$ cat config.mk
export PLATFORM = sky130hd
export DESIGN_NAME = seg7_scan_driver_flat
export DESIGN_NICKNAME = d
export VERILOG_FILES = /design/src/rtl/seg7_scan_driver_if.sv /design/src/rtl/seg7_scan_driver.sv /design/src/flat_wrapper.sv
export SDC_FILE = /design/constraint.sdc
export NUM_CORES = 1
export LEC_CHECK = 0
export ABC_AREA = 1
export BUFFER_PORTS_ARGS = -buffer_cell sky130_fd_sc_hd__buf_4
export CORE_ASPECT_RATIO = 0.8
export CORE_UTILIZATION = 35
export DETAILED_ROUTE_END_ITERATION = 10
export GPL_TIMING_DRIVEN = 0
export SLEW_MARGIN = 10
export SYNTH_ARGS = -nofsm -noshare
export SYNTH_HDL_FRONTEND = slang
export SYNTH_SLANG_ARGS = --single-unit
$ cat constraint.sdc
create_clock -name clk -period 1.65 [get_ports clk]
set_clock_uncertainty 0.2 [all_clocks]
set_input_delay 0.165 -clock clk [delete_from_list [all_inputs] [get_ports clk]]
set_output_delay 0.165 -clock clk [all_outputs]
set_load 0.02 [all_outputs]
$ cat src/rtl/seg7_scan_driver_if.sv
// Signal bundle between the upstream timer stage / display pins and the
// two-digit seven-segment scan driver.
interface seg7_scan_driver_if;
    logic [3:0] muxed_digits;
    logic       en_low_digit;
    logic       en_high_digit;
    logic [3:0] brightness;
    logic       lz_blank;
    logic [6:0] seg;
    logic [1:0] an;
    logic       frame_tick;
    logic       proto_err;

    modport master (
        output muxed_digits, en_low_digit, en_high_digit, brightness, lz_blank,
        input  seg, an, frame_tick, proto_err
    );

    modport slave (
        input  muxed_digits, en_low_digit, en_high_digit, brightness, lz_blank,
        output seg, an, frame_tick, proto_err
    );
endinterface

$ cat src/rtl/seg7_scan_driver.sv
// Two-digit multiplexed seven-segment driver: captures BCD digits from a
// time-multiplexed bus and scans them with blanking and PWM brightness.
//
// state   | meaning
// BLANK_L | all anodes off before the low digit; frame values load on exit
// SHOW_L  | low digit shown for counter < bright_reg
// BLANK_H | all anodes off before the high digit
// SHOW_H  | high digit shown, optionally suppressed when it is zero
module seg7_scan_driver #(
    parameter int DWELL_CYCLES = 16,
    parameter int BLANK_CYCLES = 2
) (
    input logic clk,
    input logic reset,
    seg7_scan_driver_if.slave bus
);
    typedef enum logic [1:0] {BLANK_L, SHOW_L, BLANK_H, SHOW_H} state_t;

    state_t     state, state_nxt;
    logic [8:0] cnt;
    logic       last;
    logic [3:0] shadow_low, shadow_high;
    logic [3:0] disp_low, disp_high;
    logic [3:0] bright_reg;
    logic       proto_err;
    logic       active_l, active_h;

    function automatic logic [6:0] decode(input logic [3:0] d);
        case (d)
            4'd0:    decode = 7'b1000000;
            4'd1:    decode = 7'b1111001;
            4'd2:    decode = 7'b0100100;
            4'd3:    decode = 7'b0110000;
            4'd4:    decode = 7'b0011001;
            4'd5:    decode = 7'b0010010;
            4'd6:    decode = 7'b0000010;
            4'd7:    decode = 7'b1111000;
            4'd8:    decode = 7'b0000000;
            4'd9:    decode = 7'b0010000;
            default: decode = 7'b0111111;
        endcase
    endfunction

    always_comb begin
        state_nxt = state;
        last      = 1'b0;
        unique case (state)
            BLANK_L: begin
                last = (cnt == 9'(BLANK_CYCLES - 1));
                if (last) state_nxt = SHOW_L;
            end
            SHOW_L: begin
                last = (cnt == 9'(DWELL_CYCLES - 1));
                if (last) state_nxt = BLANK_H;
            end
            BLANK_H: begin
                last = (cnt == 9'(BLANK_CYCLES - 1));
                if (last) state_nxt = SHOW_H;
            end
            SHOW_H: begin
                last = (cnt == 9'(DWELL_CYCLES - 1));
                if (last) state_nxt = BLANK_L;
            end
        endcase
    end

    always_ff @(posedge clk or negedge reset) begin
        if (!reset) begin
            state <= BLANK_L;
            cnt   <= '0;
        end else begin
            state <= state_nxt;
            cnt   <= last ? '0 : cnt + 9'd1;
        end
    end

    // Frame values are taken from the pre-edge shadows, so a same-edge write lands next frame.
    always_ff @(posedge clk or negedge reset) begin
        if (!reset) begin
            shadow_low  <= '0;
            shadow_high <= '0;
            disp_low    <= '0;
            disp_high   <= '0;
            bright_reg  <= '0;
            proto_err   <= 1'b0;
        end else begin
            if (bus.en_low_digit && bus.en_high_digit) proto_err <= 1'b1;
            else if (bus.en_low_digit)                 shadow_low  <= bus.muxed_digits;
            else if (bus.en_high_digit)                shadow_high <= bus.muxed_digits;
            if (state == BLANK_L && last) begin
                disp_low   <= shadow_low;
                disp_high  <= shadow_high;
                bright_reg <= bus.brightness;
            end
        end
    end

    assign active_l = (state == SHOW_L) && (cnt < {5'b0, bright_reg});
    assign active_h = (state == SHOW_H) && (cnt < {5'b0, bright_reg}) &&
                      !(bus.lz_blank && disp_high == 4'd0);

    assign bus.an         = {~active_h, ~active_l};
    assign bus.seg        = active_l ? decode(disp_low) :
                            active_h ? decode(disp_high) : 7'b1111111;
    assign bus.frame_tick = (state == SHOW_L) && (cnt == 9'd0);
    assign bus.proto_err  = proto_err;
endmodule
$ cat src/flat_wrapper.sv
// flat-port wrapper written by rule: the top's interface ports become plain ports
module seg7_scan_driver_flat 
#(
    parameter int DWELL_CYCLES = 16,
    parameter int BLANK_CYCLES = 2
)
  (clk, reset, bus_muxed_digits, bus_en_low_digit, bus_en_high_digit, bus_brightness, bus_lz_blank, bus_seg, bus_an, bus_frame_tick, bus_proto_err);
  seg7_scan_driver_if bus_i ();
  input logic clk;
  input logic reset;
  input wire logic [$bits(bus_i.muxed_digits)-1:0] bus_muxed_digits;
  input wire logic [$bits(bus_i.en_low_digit)-1:0] bus_en_low_digit;
  input wire logic [$bits(bus_i.en_high_digit)-1:0] bus_en_high_digit;
  input wire logic [$bits(bus_i.brightness)-1:0] bus_brightness;
  input wire logic [$bits(bus_i.lz_blank)-1:0] bus_lz_blank;
  output wire logic [$bits(bus_i.seg)-1:0] bus_seg;
  output wire logic [$bits(bus_i.an)-1:0] bus_an;
  output wire logic [$bits(bus_i.frame_tick)-1:0] bus_frame_tick;
  output wire logic [$bits(bus_i.proto_err)-1:0] bus_proto_err;
  assign bus_i.muxed_digits = bus_muxed_digits;
  assign bus_i.en_low_digit = bus_en_low_digit;
  assign bus_i.en_high_digit = bus_en_high_digit;
  assign bus_i.brightness = bus_brightness;
  assign bus_i.lz_blank = bus_lz_blank;
  assign bus_seg = bus_i.seg;
  assign bus_an = bus_i.an;
  assign bus_frame_tick = bus_i.frame_tick;
  assign bus_proto_err = bus_i.proto_err;
  seg7_scan_driver #(.DWELL_CYCLES(DWELL_CYCLES), .BLANK_CYCLES(BLANK_CYCLES)) u_core (.clk(clk), .reset(reset), .bus(bus_i));
endmodule
---- Word-level counts from Yosys, hierarchy flattened ----
Memory sizes are Yosys's and may differ from the RTL's.
Cells that the tools add are included.
operators by class
  add/sub/neg operators ................... 1
  $lt $le $gt $ge ......................... 1
  equality and inequality tests ........... 9
  muxes and demuxes ....................... 9
  bitwise operators ....................... 4
  reductions and logical operators ........ 16
operators with widths
  cell                 number
  $mux 7               2
  $add 9x1->9 const B  1
  $eq 9x1->1 const B   1
  $eq 9x4->1 const B   1
  $logic_not 9->1      1
  $lt 9x4->1           1
  $mux 9               1
  $mux 2               4
  $ne 2x1->1 const B   4
  $pmux 2 s4           1
  $logic_and 1x1->1    7
  $eq 2x2->1 const B   2
  $logic_not 4->1      1
  $not 1->1            4
  $reduce_and 4->1     1
  $reduce_or 2->1      2
  $reduce_and 3->1     1
  $eq 2x1->1 const B   1
  $logic_not 2->1      1
  $pmux 1 s2           1
  $reduce_and 2->1     1
  $logic_not 1->1      1
storage, ports and cells
  flip-flop bits (word level) ............. 32
  memory bits (read-only) ................. 224
  input bits .............................. 13
  output and inout bits ................... 11
  word-level logic and storage cells ...... 50
  memories ................................ 2
memories
  memory           depth  width  read ports  clocked after Yosys merged registers in  wr ports  line                    source
  (no name shown)  16     7      1           0                                        0         seg7_scan_driver.sv:29  case (d)
  (no name shown)  16     7      1           0                                        0         seg7_scan_driver.sv:29

---- Longest topological paths before layout ----
  depth after elaboration ................. 6
  mapped depth ............................ 11
  mapped depth without buffers ............ 11

---- Worst setup path after synthesis ----
OpenSTA, ideal clock, no wires.
  path kind ............................... register -> output
  from .................................... register u_core.cnt[2]
  to ...................................... output port bus_seg[4]
  data arrival time ....................... 1564 ps
  required time ........................... 1285 ps
  slack ................................... -279 ps
  cell stages (with the launch flop) ...... 10
  path buffers ............................ 0
  cells stage by stage .................... dfrtp_1 ha_1 nand2_1 nand2_1 inv_1 nand2_1 nand2_1 nand3_1 o21ai_0 nand2_1
between the ends
  cells in the longest elaborated chain, start to end .. 5
  elaborated cells on any way between the ends .. 6
  those cells by class .................... order compare (1); mux (2); reduce/logical (3)
RTL lines
  what                             line                                            source
  start, declared                  seg7_scan_driver.sv:20                          logic [8:0] cnt;
  start signal, assigned           seg7_scan_driver.sv:73                          cnt <= last ? '0 : cnt + 9'd1;
  $lt 9x4->1 *                     seg7_scan_driver.sv:98, seg7_scan_driver.sv:99
  $logic_and 1x1->1 (2 in series)  seg7_scan_driver.sv:99                          assign active_h = (state == SHOW_H) && (cnt < {5'b0, bright_reg}) &&
  $mux 7                           seg7_scan_driver.sv:104                         active_h ? decode(disp_high) : 7'b1111111;
  $mux 7 *                         seg7_scan_driver.sv:103                         assign bus.seg = active_l ? decode(disp_low) :
  end, declared                    flat_wrapper.sv:16                              output wire logic [$bits(bus_i.seg)-1:0] bus_seg;
Mark *: on every way between the ends. The rest lies on a longest branch, timed or not.

---- Worst setup path after layout ----
  from .................................... register u_core.cnt[1]
  to ...................................... output port bus_seg[3]
Same word-level chain as after synthesis.

==> flow_metrics.env <==
export IMPL_cts_buffers=5
export IMPL_cts_tree="done"
export IMPL_total_leakage_power_nw=1.55
export IMPL_syn_avg_cell_area_sq_um=7.66
export IMPL_drive_gt1_share_pct=35.5
export IMPL_ioPinCount=24
export IMPL_place_ws_ps=-329
export IMPL_die_area_sq_mm=0.00640
export IMPL_cts_sinks=32
export IMPL_ant_nets=0
export IMPL_area_delta_synth_final_pct=41.6
export IMPL_hold_violations=0
export IMPL_seq_area_frac_synth_pct=37.6
export IMPL_dp_hpwl_um=3210
export IMPL_setup_violations=29
export IMPL_timing_max_cap_violations=0
export IMPL_fmax_mhz=458
export IMPL_hold_class="primary input to flop"
export IMPL_synth_cells=278
export IMPL_synth_top_area_share_pct=37.6
export IMPL_tightest_slew_ps=402
export IMPL_vias_per_cell=4.38
export IMPL_maxSlewViolCount=0
export IMPL_fin_tns_setup_ps=-7940
export IMPL_m1WireLength_um=2370
export IMPL_clk_latency_ps=290
export IMPL_reg2reg_depth=11
export IMPL_first_pass_iters=4
export IMPL_critical_path_class="flop to primary output"
export IMPL_synth_edf_count=0
export IMPL_end_kind="primary output"
export IMPL_final_core_util_pct=51.3
export IMPL_cp_arrival_ps=1820
export IMPL_vias=1823
export IMPL_synth_commonest_cells="nand2_1 (59), inv_1 (55), nor2_1 (33)"
export IMPL_status="finished, violations left"
export IMPL_grt_max_degree=33
export IMPL_portBuffers=23
export IMPL_diodes=0
export IMPL_antenna_found_initial=0
export IMPL_clk_path_buf_depth=2
export IMPL_fin_ws_ps=-532
export IMPL_grt_pass1_wl_um=7790
export IMPL_post_synth_top_count_cell="nand2_1"
export IMPL_regMostFlops="u_core.cnt"
export IMPL_wl_um=4410
export IMPL_path_clk_slew_ps=70
export IMPL_crit_path_start_kind="flop"
export IMPL_final_cells=416
export IMPL_synth_cell_types=26
export IMPL_p_per_area_mw_per_mm2=656
export IMPL_fp_row_count=25
export IMPL_period_needed_ps=2180
export IMPL_ys_flop_type="dfrtp_1"
export IMPL_drtIter0Drc=46
export IMPL_worstPathRequired_ps=1280
export IMPL_wl_met2_um=1870
export IMPL_wl_per_cell_um=10.6
export IMPL_dr_wl_met3_um=133
export IMPL_dp_cells=382
export IMPL_violations="negative setup slack"
export IMPL_fin_crit_sh_pct=132
export IMPL_synth_area_leaders="dfrtp_1 (38%), ha_1 (12%), nand2_1 (10%)"
export IMPL_slew_limit_headroom_pct=73.2
export IMPL_coreArea_sq_mm=0.00588
export IMPL_grt_pass1_vias=1684
export IMPL_netlist_area_sq_mm=0.00213
export IMPL_rsz0062_at_grt="true"
export IMPL_ir_drop_v=0.000535
export IMPL_synth_ff_latch_count=32
export IMPL_synth_async_sr_flop_share_pct=100
export IMPL_die_w_um=89.2
export IMPL_holdPathStages=4
export IMPL_gr_total_overflow=0
export IMPL_cts_root_buf="clkbuf_8"
export IMPL_largest_reg_flops=9
export IMPL_htreeDepth=2
export IMPL_gp_congestion=0.840
export IMPL_start_util_pct=36.2
export IMPL_synth_area_leader_cell="dfrtp_1"
export IMPL_synth_fp_nets=312
export IMPL_r2r_slack_ps=-290
export IMPL_maxUsedRoutingLayer="met4"
export IMPL_grt_use_total_pct=15.8
export IMPL_yosys_warnings=0
export IMPL_fill_cells=612
export IMPL_critPathMaxFanout=3
export IMPL_die_y_um=71.7
export IMPL_holdWs_ps=122
export IMPL_drc=0
export IMPL_nets=368
## worst max-delay path, cell delays in order, from the launching register on
cell and delay [ps]:
dfrtp_1 390, ha_1 290, nand2_1 70, inv_2 40
nand2_1 50, nand2_1 60, nand2_2 110, nand4_1 160
nor2_1 160, nor2_2 60, buf_6 120
## final timing paths
path,endpoint,from
setup / recovery,bus_seg[3],u_core.cnt[1]
setup reg to reg,u_core.disp_low[0],u_core.cnt[1]
hold reg to reg,u_core.shadow_high[1],u_core.shadow_high[1]
hold / removal,u_core.shadow_low[0],bus_en_high_digit
min in group asynchronous,u_core.bright_reg[3],reset
max in group asynchronous,u_core.cnt[2],reset
## report_power, final
group          switching (mW)  internal (mW)  leakage [nW]
combinational           0.282          0.215          1.12
clock                   0.304          0.294        0.0479
sequential             0.0441          0.838         0.386
total                   0.630           1.35          1.55
## kinds of logic after synthesis
| family | count (synthesis) | synth area share, % |
|---|---|---|
| buf+inv | 59 | 11.2 |
| fa+ha+maj | 21 | 12.3 |
| compound gates | 40 | 12.2 |
| xor+xnor | 4 | 1.65 |
| simple gates | 122 | 25.0 |
| flops | 32 | 37.6 |
## final cells by class
class | instances | area (sq um) | area share (%)
Multi-Input combinational cell | 187 | 1310 | 43.4
Sequential cell | 32 | 803 | 26.7
Clock inverter | 3 | 18.8 | 0.623
Buffer | 3 | 35.0 | 1.16
Clock buffer | 5 | 68.8 | 2.28
Inverter | 56 | 215 | 7.14
Tap cell | 81 | 101 | 3.36
Timing Repair Buffer | 49 | 464 | 15.4
## per-layer routing
layer / global-route usage (%) / vias to the layer above
li1: - / 972
met1: 24.0 / 818
met2: 22.8 / 28
met3: 2.76 / 5
met4: 4.76 / 0
met5: 0 / -
## stage by stage
step	cell area (sq um)	total power [mW]
after global placement	2470	1.31
after CTS	2950	1.98
after floorplan	2190	1.18
final	3010	1.98
after detailed placement	2470	1.31
after global routing	3010	2.12
## layout by cell type (no fill, tap or decap), types with 2 or more instances in the layout
master	netlist	routed
inv_2	0	7
nand3_1	9	6
o21ai_0	20	18
dfrtp_1	32	30
a21oi_1	4	4
nand2_1	59	46
ha_4	0	3
ha_1	21	16
nor3_1	3	2
nor2_1	33	25
clkbuf_8	0	5
nor2_2	2	7
nand2_2	6	15
nand4_1	5	5
buf_4	0	24
inv_1	55	48
buf_6	2	13
nand3_4	1	3
clkinv_4	0	2
ha_2	0	2
clkinv_2	0	2
buf_8	0	2
dfrtp_2	0	2
nor2_4	0	3
dlygate4sd3_1	0	11
nand2_4	0	4
xor2_1	3	3
o21ai_2	13	15
nand3_2	1	2
## timing repair
item                                    in CTS  in global routing
resized for setup                           41                 18
endpoints found under the hold margin       45                  0
pin swaps                                   13                 12
endpoints found under the setup margin      28                 31
buffers inserted                            14                  0
cloned                                       1                  0
hold buffers                                11                  0
(Power assumes the default switching activity.)
